**config.mk**
```make
export PLATFORM = sky130hd
export DESIGN_NAME = ps2_host_tx
export DESIGN_NICKNAME = d
export VERILOG_FILES = /design/src/rtl/ps2_pkg.sv /design/src/rtl/ps2_line_sync.sv /design/src/rtl/ps2_host_tx.sv
export SDC_FILE = /design/constraint.sdc
export NUM_CORES = 1
export LEC_CHECK = 0
export BUFFER_PORTS_ARGS = -buffer_cell sky130_fd_sc_hd__clkbuf_2
export CORE_UTILIZATION = 30
export DETAILED_ROUTE_END_ITERATION = 6
export PLACE_DENSITY_LB_ADDON = 0.25
export RECOVER_POWER = 25
export REMOVE_ABC_BUFFERS = 1
export SLEW_MARGIN = 5
export SYNTH_ARGS = -nofsm -noshare
export SYNTH_HDL_FRONTEND = slang
export SYNTH_SLANG_ARGS = --single-unit
```
**constraint.sdc**
```tcl
create_clock -name clk -period 4.9 [get_ports clk]
set_input_delay 0.245 -clock clk [delete_from_list [all_inputs] [get_ports clk]]
set_output_delay 0.245 -clock clk [all_outputs]
set_load 0.02 [all_outputs]
```
**src/rtl/ps2_pkg.sv**
```systemverilog
// Shared definitions for the PS/2 host transmitter: FSM state encoding,
// err_code values, common keyboard command bytes and the frame builder.
package ps2_pkg;

  typedef enum logic [2:0] {
    IDLE,
    INHIBIT,
    RELEASE,
    SHIFT,
    WAIT_IDLE,
    ERR
  } state_t;

  localparam logic [1:0] ERR_NONE    = 2'b00;
  localparam logic [1:0] ERR_NO_CLK  = 2'b01;
  localparam logic [1:0] ERR_BIT_TMO = 2'b10;
  localparam logic [1:0] ERR_NACK    = 2'b11;

  localparam logic [7:0] CMD_SET_LED = 8'hED;
  localparam logic [7:0] CMD_RESET   = 8'hFF;
  localparam logic [7:0] CMD_ENABLE  = 8'hF4;
  localparam logic [7:0] CMD_ACK     = 8'hFA;

  // {stop, odd parity, data}; shifted out LSB first.
  function automatic logic [9:0] make_frame(input logic [7:0] d);
    return {1'b1, ~^d, d};
  endfunction

endpackage

```
**src/rtl/ps2_line_sync.sv**
```systemverilog
// Conditions one asynchronous PS/2 pad input.
// Ports:
//   clk, clrn : system clock, async active-low reset
//   pad       : raw pad level (asynchronous)
//   level     : filtered line level (resets to 1, the idle bus level)
//   fall      : one-cycle pulse on each 1->0 change of level
module ps2_line_sync
  import ps2_pkg::*;
#(
  parameter int unsigned FILTER_CYCLES = 8
) (
  input  logic clk,
  input  logic clrn,
  input  logic pad,
  output logic level,
  output logic fall
);

  localparam int unsigned CW = $clog2(FILTER_CYCLES + 1);

  logic          s1;
  logic          s2;
  logic [CW-1:0] cnt;

  // level only follows s2 once s2 has disagreed with it for FILTER_CYCLES
  // consecutive cycles; any agreement restarts the count.
  always_ff @(posedge clk or negedge clrn) begin
    if (!clrn) begin
      s1    <= 1'b1;
      s2    <= 1'b1;
      level <= 1'b1;
      fall  <= 1'b0;
      cnt   <= '0;
    end else begin
      s1   <= pad;
      s2   <= s1;
      fall <= 1'b0;
      if (s2 == level) begin
        cnt <= '0;
      end else if (cnt == CW'(FILTER_CYCLES - 1)) begin
        level <= s2;
        fall  <= level;
        cnt   <= '0;
      end else begin
        cnt <= cnt + 1'b1;
      end
    end
  end

endmodule

```
**src/rtl/ps2_host_tx.sv**
```systemverilog
// Host-to-device PS/2 transmitter. Takes a command byte over valid/ready,
// performs the clock-inhibit request-to-send, shifts the frame out on
// device-generated clocks and checks the device ACK.
// Ports:
//   clk, clrn              : system clock, async active-low reset
//   tx_data/tx_valid/tx_ready : command handshake (ready only in IDLE)
//   done                   : pulse after ACKed frame and idle bus
//   err, err_code          : abort pulse and cause (held until next accept)
//   busy                   : transmitter owns the bus
//   ps2_clk_in/ps2_data_in : asynchronous pad inputs
//   ps2_clk_oe/ps2_data_oe : open-drain pull-low enables
module ps2_host_tx
  import ps2_pkg::*;
#(
  parameter int unsigned CLK_HZ         = 100_000_000,
  parameter int unsigned INHIBIT_CYCLES = 12_000,
  parameter int unsigned FIRST_TIMEOUT  = 2_000_000,
  parameter int unsigned BIT_TIMEOUT    = 200_000,
  parameter int unsigned FILTER_CYCLES  = 8
) (
  input  logic       clk,
  input  logic       clrn,
  input  logic [7:0] tx_data,
  input  logic       tx_valid,
  output logic       tx_ready,
  output logic       done,
  output logic       err,
  output logic [1:0] err_code,
  output logic       busy,
  input  logic       ps2_clk_in,
  input  logic       ps2_data_in,
  output logic       ps2_clk_oe,
  output logic       ps2_data_oe
);

  // Inhibit is never allowed below 100 us whatever INHIBIT_CYCLES says.
  localparam int unsigned MIN_INHIBIT = CLK_HZ / 10_000;
  localparam int unsigned INH_EFF     = (INHIBIT_CYCLES > MIN_INHIBIT) ? INHIBIT_CYCLES : MIN_INHIBIT;
  localparam int unsigned TMAX        = (INH_EFF > FIRST_TIMEOUT) ? INH_EFF : FIRST_TIMEOUT;
  localparam int unsigned TW          = $clog2(TMAX + 1);

  logic          clk_f;
  logic          clk_fall;
  logic          data_f;
  logic          data_fall_unused;

  state_t        state;
  logic [9:0]    sr;
  logic [3:0]    k;
  logic [3:0]    k_next;
  logic [TW-1:0] timer;

  ps2_line_sync #(.FILTER_CYCLES(FILTER_CYCLES)) u_clk_sync (
    .clk   (clk),
    .clrn  (clrn),
    .pad   (ps2_clk_in),
    .level (clk_f),
    .fall  (clk_fall)
  );

  ps2_line_sync #(.FILTER_CYCLES(FILTER_CYCLES)) u_data_sync (
    .clk   (clk),
    .clrn  (clrn),
    .pad   (ps2_data_in),
    .level (data_f),
    .fall  (data_fall_unused)
  );

  always_comb begin
    k_next = (k == 4'd11) ? k : k + 4'd1;
  end

  always_ff @(posedge clk or negedge clrn) begin
    if (!clrn) begin
      state       <= IDLE;
      sr          <= '0;
      k           <= '0;
      timer       <= '0;
      tx_ready    <= 1'b1;
      busy        <= 1'b0;
      done        <= 1'b0;
      err         <= 1'b0;
      err_code    <= ERR_NONE;
      ps2_clk_oe  <= 1'b0;
      ps2_data_oe <= 1'b0;
    end else begin
      done <= 1'b0;
      err  <= 1'b0;
      case (state)
        IDLE: begin
          ps2_clk_oe  <= 1'b0;
          ps2_data_oe <= 1'b0;
          if (tx_valid && tx_ready) begin
            sr         <= make_frame(tx_data);
            err_code   <= ERR_NONE;
            k          <= '0;
            timer      <= TW'(INH_EFF - 1);
            ps2_clk_oe <= 1'b1;
            tx_ready   <= 1'b0;
            busy       <= 1'b1;
            state      <= INHIBIT;
          end else begin
            // Lags the done/err pulse by one cycle so ready follows it.
            tx_ready <= 1'b1;
            busy     <= 1'b0;
          end
        end

        INHIBIT: begin
          if (timer == '0) begin
            ps2_clk_oe <= 1'b0;
            state      <= RELEASE;
          end else begin
            // Start bit asserted during the final inhibit cycle.
            if (timer == TW'(1)) begin
              ps2_data_oe <= 1'b1;
            end
            timer <= timer - 1'b1;
          end
        end

        RELEASE: begin
          timer <= TW'(FIRST_TIMEOUT);
          state <= SHIFT;
        end

        SHIFT: begin
          if (clk_fall) begin
            k     <= k_next;
            timer <= TW'(BIT_TIMEOUT);
            if (k_next <= 4'd9) begin
              ps2_data_oe <= ~sr[k_next - 4'd1];
            end else if (k_next == 4'd10) begin
              ps2_data_oe <= 1'b0;
            end else if (!data_f) begin
              state <= WAIT_IDLE;
            end else begin
              err_code    <= ERR_NACK;
              ps2_data_oe <= 1'b0;
              state       <= ERR;
            end
          end else if (timer == '0) begin
            err_code    <= (k == 4'd0) ? ERR_NO_CLK : ERR_BIT_TMO;
            ps2_data_oe <= 1'b0;
            state       <= ERR;
          end else begin
            timer <= timer - 1'b1;
          end
        end

        WAIT_IDLE: begin
          if (clk_f && data_f) begin
            done  <= 1'b1;
            state <= IDLE;
          end else if (timer == '0) begin
            err_code <= ERR_BIT_TMO;
            state    <= ERR;
          end else begin
            timer <= timer - 1'b1;
          end
        end

        ERR: begin
          ps2_clk_oe  <= 1'b0;
          ps2_data_oe <= 1'b0;
          err         <= 1'b1;
          state       <= IDLE;
        end

        default: begin
          state <= IDLE;
        end
      endcase
    end
  end

endmodule

```
* Yosys cells after proc, flatten, opt, wreduce, memory -nomap -nowiden
Cells that the tools add are included.
** Cells by class
- $add $sub $neg :: 5
- $lt $le $gt $ge :: 2
- Equality and inequality tests :: 24
- Multiplexer cells :: 50
- Bitwise gates (word level) :: 3
- Reduce and logical (&&, ||, !) cells :: 21
** Operators with widths (number)
- 21-bit case mux with 5 select lines :: 1
- 21-bit 2-to-1 mux :: 4
- 4-bit 2-to-1 mux :: 7
- 21-bit by 1-bit == test with 1-bit output (second input constant) :: 1
- 21-bit zero test :: 1
- 3-bit 2-to-1 mux :: 7
- 21-bit by 1-bit subtractor with 21-bit output (second input constant) :: 1
- 2-bit 2-to-1 mux :: 9
- 1-bit 2-to-1 mux :: 16
- 3-bit case mux with 5 select lines :: 1
- 4-bit by 1-bit adder with 4-bit output (second input constant) :: 3
- 2-bit != test (second input constant) :: 6
- 3-bit nonzero test :: 3
- 4-bit by 3-bit == test with 1-bit output (second input constant) :: 2
- 4-bit == test (second input constant) :: 2
- 4-bit case mux with 2 select lines :: 1
- 2-bit AND reduction :: 4
- 8-bit AND reduction :: 1
- 8-bit XNOR reduction :: 1
- 3-bit by 2-bit == test with 1-bit output (second input constant) :: 2
- 3-bit == test (second input constant) :: 2
- 3-bit by 2-bit != test with 1-bit output (second input constant) :: 2
- 3-bit != test (second input constant) :: 2
- 1-bit case mux with 3 select lines :: 2
- other kinds (19) :: 24
** Word-level totals
- Flip-flop bits (word level) :: 61
- Bits of input ports :: 13
- Output and inout port bits :: 8
- Word-level logic and storage cells :: 125

* Longest topological paths before layout
- Depth after elaboration :: 9
- Gate-level depth with buffers :: 11

* By module
From an unflattened synthesis, not the netlist that was laid out.
** Unflattened totals
- Cell total of the unflattened synthesis :: 367
- Area, all modules :: 3535.9 µm²
** Modules (own cells, without submodules)
- ps2_host_tx :: times used 1, cells an instance 325, area each 2912.8 µm², sequential area each 1152.4 µm²
- ps2_line_sync :: times used 2, cells an instance 21, area each 311.5 µm², sequential area each 203.9 µm²

* Worst setup path before layout
Ideal clock, no wire load.
- Path kind :: reg-to-reg
- From :: register k[0]
- To :: register ps2_data_oe
- Library setup time :: 0.134 ns
- Arrival :: 2.464 ns
- Required time :: 4.766 ns
- Slack :: 2.302 ns
- Cell stages (with the launch flop) :: 11
- Path through :: dfrtp_1 > ha_1 > nand3b_1 > xnor2_2 > inv_1 > ha_1 > or3_1 > a21boi_1 > nor4b_1 > a311o_1 > o311ai_1
** Between the ends
- Cells in the longest elaborated chain, start to end :: 9
** Ends and longest elaborated chain
- from (decl) :: line ps2_host_tx.sv:49 : logic [3:0] k;
- from (signal assigned) :: line ps2_host_tx.sv:129 : k <= k_next;
- 4-bit by 1-bit adder with 4-bit output / 4-bit == test (equally long branches) :: line ps2_host_tx.sv:70 : k_next = (k == 4'd11) ? k : k + 4'd1;
- 4-bit 2-to-1 mux (*) :: line ps2_host_tx.sv:70
- 4-bit by 1-bit subtractor with 4-bit output :: line ps2_host_tx.sv:132 : ps2_data_oe <= ~sr[k_next - 4'd1];
- 1-bit binary-select mux with 4-bit select :: line ps2_host_tx.sv:132
- 1-bit 2-to-1 mux (implied by the code) :: line ps2_host_tx.sv:132
- 1-bit NOT :: line ps2_host_tx.sv:132
- 1-bit 2-to-1 mux :: line ps2_host_tx.sv:131 : if (k_next <= 4'd9) begin
- 1-bit 2-to-1 mux :: line ps2_host_tx.sv:128 : if (clk_fall) begin
- 1-bit case mux with 3 select lines :: line ps2_host_tx.sv:89 : case (state)
- to (signal assigned) :: line ps2_host_tx.sv:132
- to (decl) :: line ps2_host_tx.sv:33 : output logic ps2_data_oe
Mark *: on every way between the ends. The rest lies on a longest branch, timed or not. The select of a mux whose other input is x is not followed.
A chain may end at the register's enable or synchronous reset.

* Final worst setup path
- From :: register k[1]
- To :: register ps2_data_oe
The elaborated chain is that of the path after synthesis.

==> impl_metrics.yaml <==
timing:
  rsz0062_at_grt: "false"
  hold_slack_ns: 0.1355
  period_needed_ns: 3.064
  fin_setup_tns_ns: 0
  drv_slew: 62
  max_freq_mhz: 326.3
  post-route-period-util: 0.6254
  tightest_slew_ns: 3.306
  fin_skew_ns: 0.005743
  final-hold-violation-count: 0
  setup_viol: 0
  slew_headroom: -1.204
floorplanning:
  die-area_mm2: 0.01234
  start_util: 0.3100
  ios: 21
  core-area_mm2: 0.01152
  die_w_um: 111.1
  dieHeight_um: 111.1
  rows: 39
cells_and_area:
  area.growth.synth_to_final_pct: 14.72
  drive_gt1_frac: 0.1425
  diodes: 0
  fill_cells: 1154
  nets: 438
yosys:
  ys_ff_latch: 61
  async_flop_share: 1.000
  syn-cell-area_mm2: 0.003570
  syn_avg_cell_area_um2: 9.014
  synth_top_area_frac: 0.3785
  synth_cell_type_count: 67
  ys_top_cells_by_count: "54 x dfrtp_1, 51 x nand2_1, 31 x nor2_1"
  yosysTopAreaCell: "dfrtp_1"
  yosysMostFrequentCell: "dfrtp_1"
  yosys-top-cells-area: "dfrtp_1 38%, nand2_1 5.4%, dfstp_2 5.2%, a21oi_1 3.5%, nor2_1 3.3%"
  synth_edf_count: 0
  synth_ff_type: "dfrtp_1"
  yosysWarnings: 0
  synthesis.instances: 396
  ys_seq_area_frac: 0.4301
place:
  gp_congestion: 0.8281
  port_buffers: 20
  place_hpwl_um: 5994
pwr:
  combPwrFrac: 0.211
  p_per_area_mw_per_mm2: 417.3
  p_switching_mw: 0.5732
  leakagePower_nw: 1.763
  p_seq_frac: 0.444
  vdd_drop_max_uv: 159.9
  sw_frac_of_total: 0.3354
  intPower_mw: 1.136
  clkPwrFrac: 0.346
clock_tree:
  insertion_delay_ns: 0.33
  post_cts_resized: 0
  cts_buffer_depth: 2
  cts_sinks: 61
  cts_hold_buf: 2
  numCtsBuffers: 9
  cts.clk_slew.worst_paths_ns: 0.06
  root_buffer: "clkbuf_16"
  cts.htree.levels: 3
  cts_tree: "done"
  cts_setup_buffers: 0
global_route:
  grt_pass1_wl_um: 14770
  gr-total-overflow: 0
  grt_pass1_vias: 3032
  grt_max_degree: 62
  grt_usage: 0.1501
  antenna_found_initial: 0
status:
  status: "finished, violations left"
  violations: "DRC, capacitance limit, slew limit"
critical_path:
  worstSetupPathType: "reg -> reg"
  cp.required_ns: 5.10
  crit_arrival_ns: 3.27
  cp-end-kind: "flip-flop"
  crit_fanout: 9
  startpoint_type: "flip-flop"
drt:
  wl_um: 8616
  wl_per_cell_um: 15.28
  first_pass_iters: 7
  vias: 3100
  drtIter0Drc: 218
  antenna_left: 0
  drc: 1
  viasPerCell: 5.496
min_path:
  min-delay-path-class: "in -> reg"
run:
  drv_cap: 1
## cell families (layout without fill, tap and decap cells)
group / count (synthesis) / after routing / share of synthesized area
xor+xnor: 13 / 13 / 0.03400
fa+ha+maj: 9 / 9 / 0.03155
compound gates: 119 / 119 / 0.2201
buf+inv: 24 / 49 / 0.02769
flops: 61 / 61 / 0.4301
mux: 7 / 7 / 0.02068
simple gates: 163 / 163 / 0.2359
## power groups by stage
stage	registers (mW)	clock network [mW]	logic, mW
finish	0.758	0.591	0.360
global route	0.777	0.630	0.415
CTS	0.756	0.606	0.366
detailed placement	0.764	0	0.362
global placement	0.761	0	0.355
floorplan	0.740	0	0.271
## state kept, by name, summed over array words and instances, names as in the netlist, 2 cells and up
register         count
timer               21
sr                  10
k                    4
u_clk_sync.cnt       4
u_data_sync.cnt      4
state                3
err_code             2
## worst paths after layout
kind | startpoint | end | slack, ns | cells past startpoint
min in group asynchronous | clrn | u_data_sync.cnt[1] | 1.10 | 2
max in group asynchronous | clrn | timer[10] | 1.90 | 2
worst min register to register | u_clk_sync.s1 | u_clk_sync.s2 | 0.36 | 0
worst max register to register | k[1] | ps2_data_oe | 1.84 | 10
worst max-delay path | k[1] | ps2_data_oe | 1.84 | 10
worst min-delay path | tx_data[2] | sr[2] | 0.14 | 3
## metrics by stage
stage	total power, mW	cell area [um^2]	util	std cells	worst slack [ns]
floorplan	1.011	3501	-	380	2.250
global placement	1.117	3802	0.3302	546	2.080
detailed placement	1.125	3802	0.3302	546	1.861
CTS	1.728	4099	0.3559	564	1.845
global route	1.822	4095	0.3556	564	1.140
finish	1.709	4095	0.3556	564	1.836
## layout make-up
cell class,count,area [um^2],share of cell area
clock buffers,9,225.2,0.05500
well taps,143,178.9,0.04369
flip-flops and latches,61,1535,0.3749
inverters,8,30.03,0.007333
clock inverters,7,51.30,0.01253
multi-input cells,311,1936,0.4727
repair buffers,25,138.9,0.03391
## worst max-delay path, cell delays in order, from the launching register on
cell and delay, ns:
dfrtp_1 0.48, ha_1 0.31, nand3b_1 0.19, xnor2_2 0.41, inv_1 0.14, ha_1 0.24
or3_1 0.43, a21boi_1 0.21, nor4b_1 0.28, a311o_1 0.18, o311ai_1 0.09
## routing by layer
layer	global-route usage	vias up	wire (um)
met4	0.05495	0	163
met1	0.2018	1492	4196
met5	0	-	0
li1	-	1508	-
met2	0.2310	81	3858
met3	0.03991	19	398
## cells in the final DEF, fill, tap and decap left out, types with 4 or more instances in the layout
cell and n:
a21oi_1 25, a22o_1 5, a31oi_1 6, and2_1 4, clkbuf_16 9, clkbuf_2 20, dfrtp_1 54, dfstp_2 7
ha_1 9, inv_1 8, mux2i_1 4, nand2_1 51, nand2b_1 4, nand3_1 13, nor2_1 31, nor2b_1 11
nor3_1 15, nor3b_1 5, o21ai_0 23, o21ai_1 13, o311ai_1 5, o31ai_1 7, xnor2_1 11
Power figures use the tool's default switching activity.
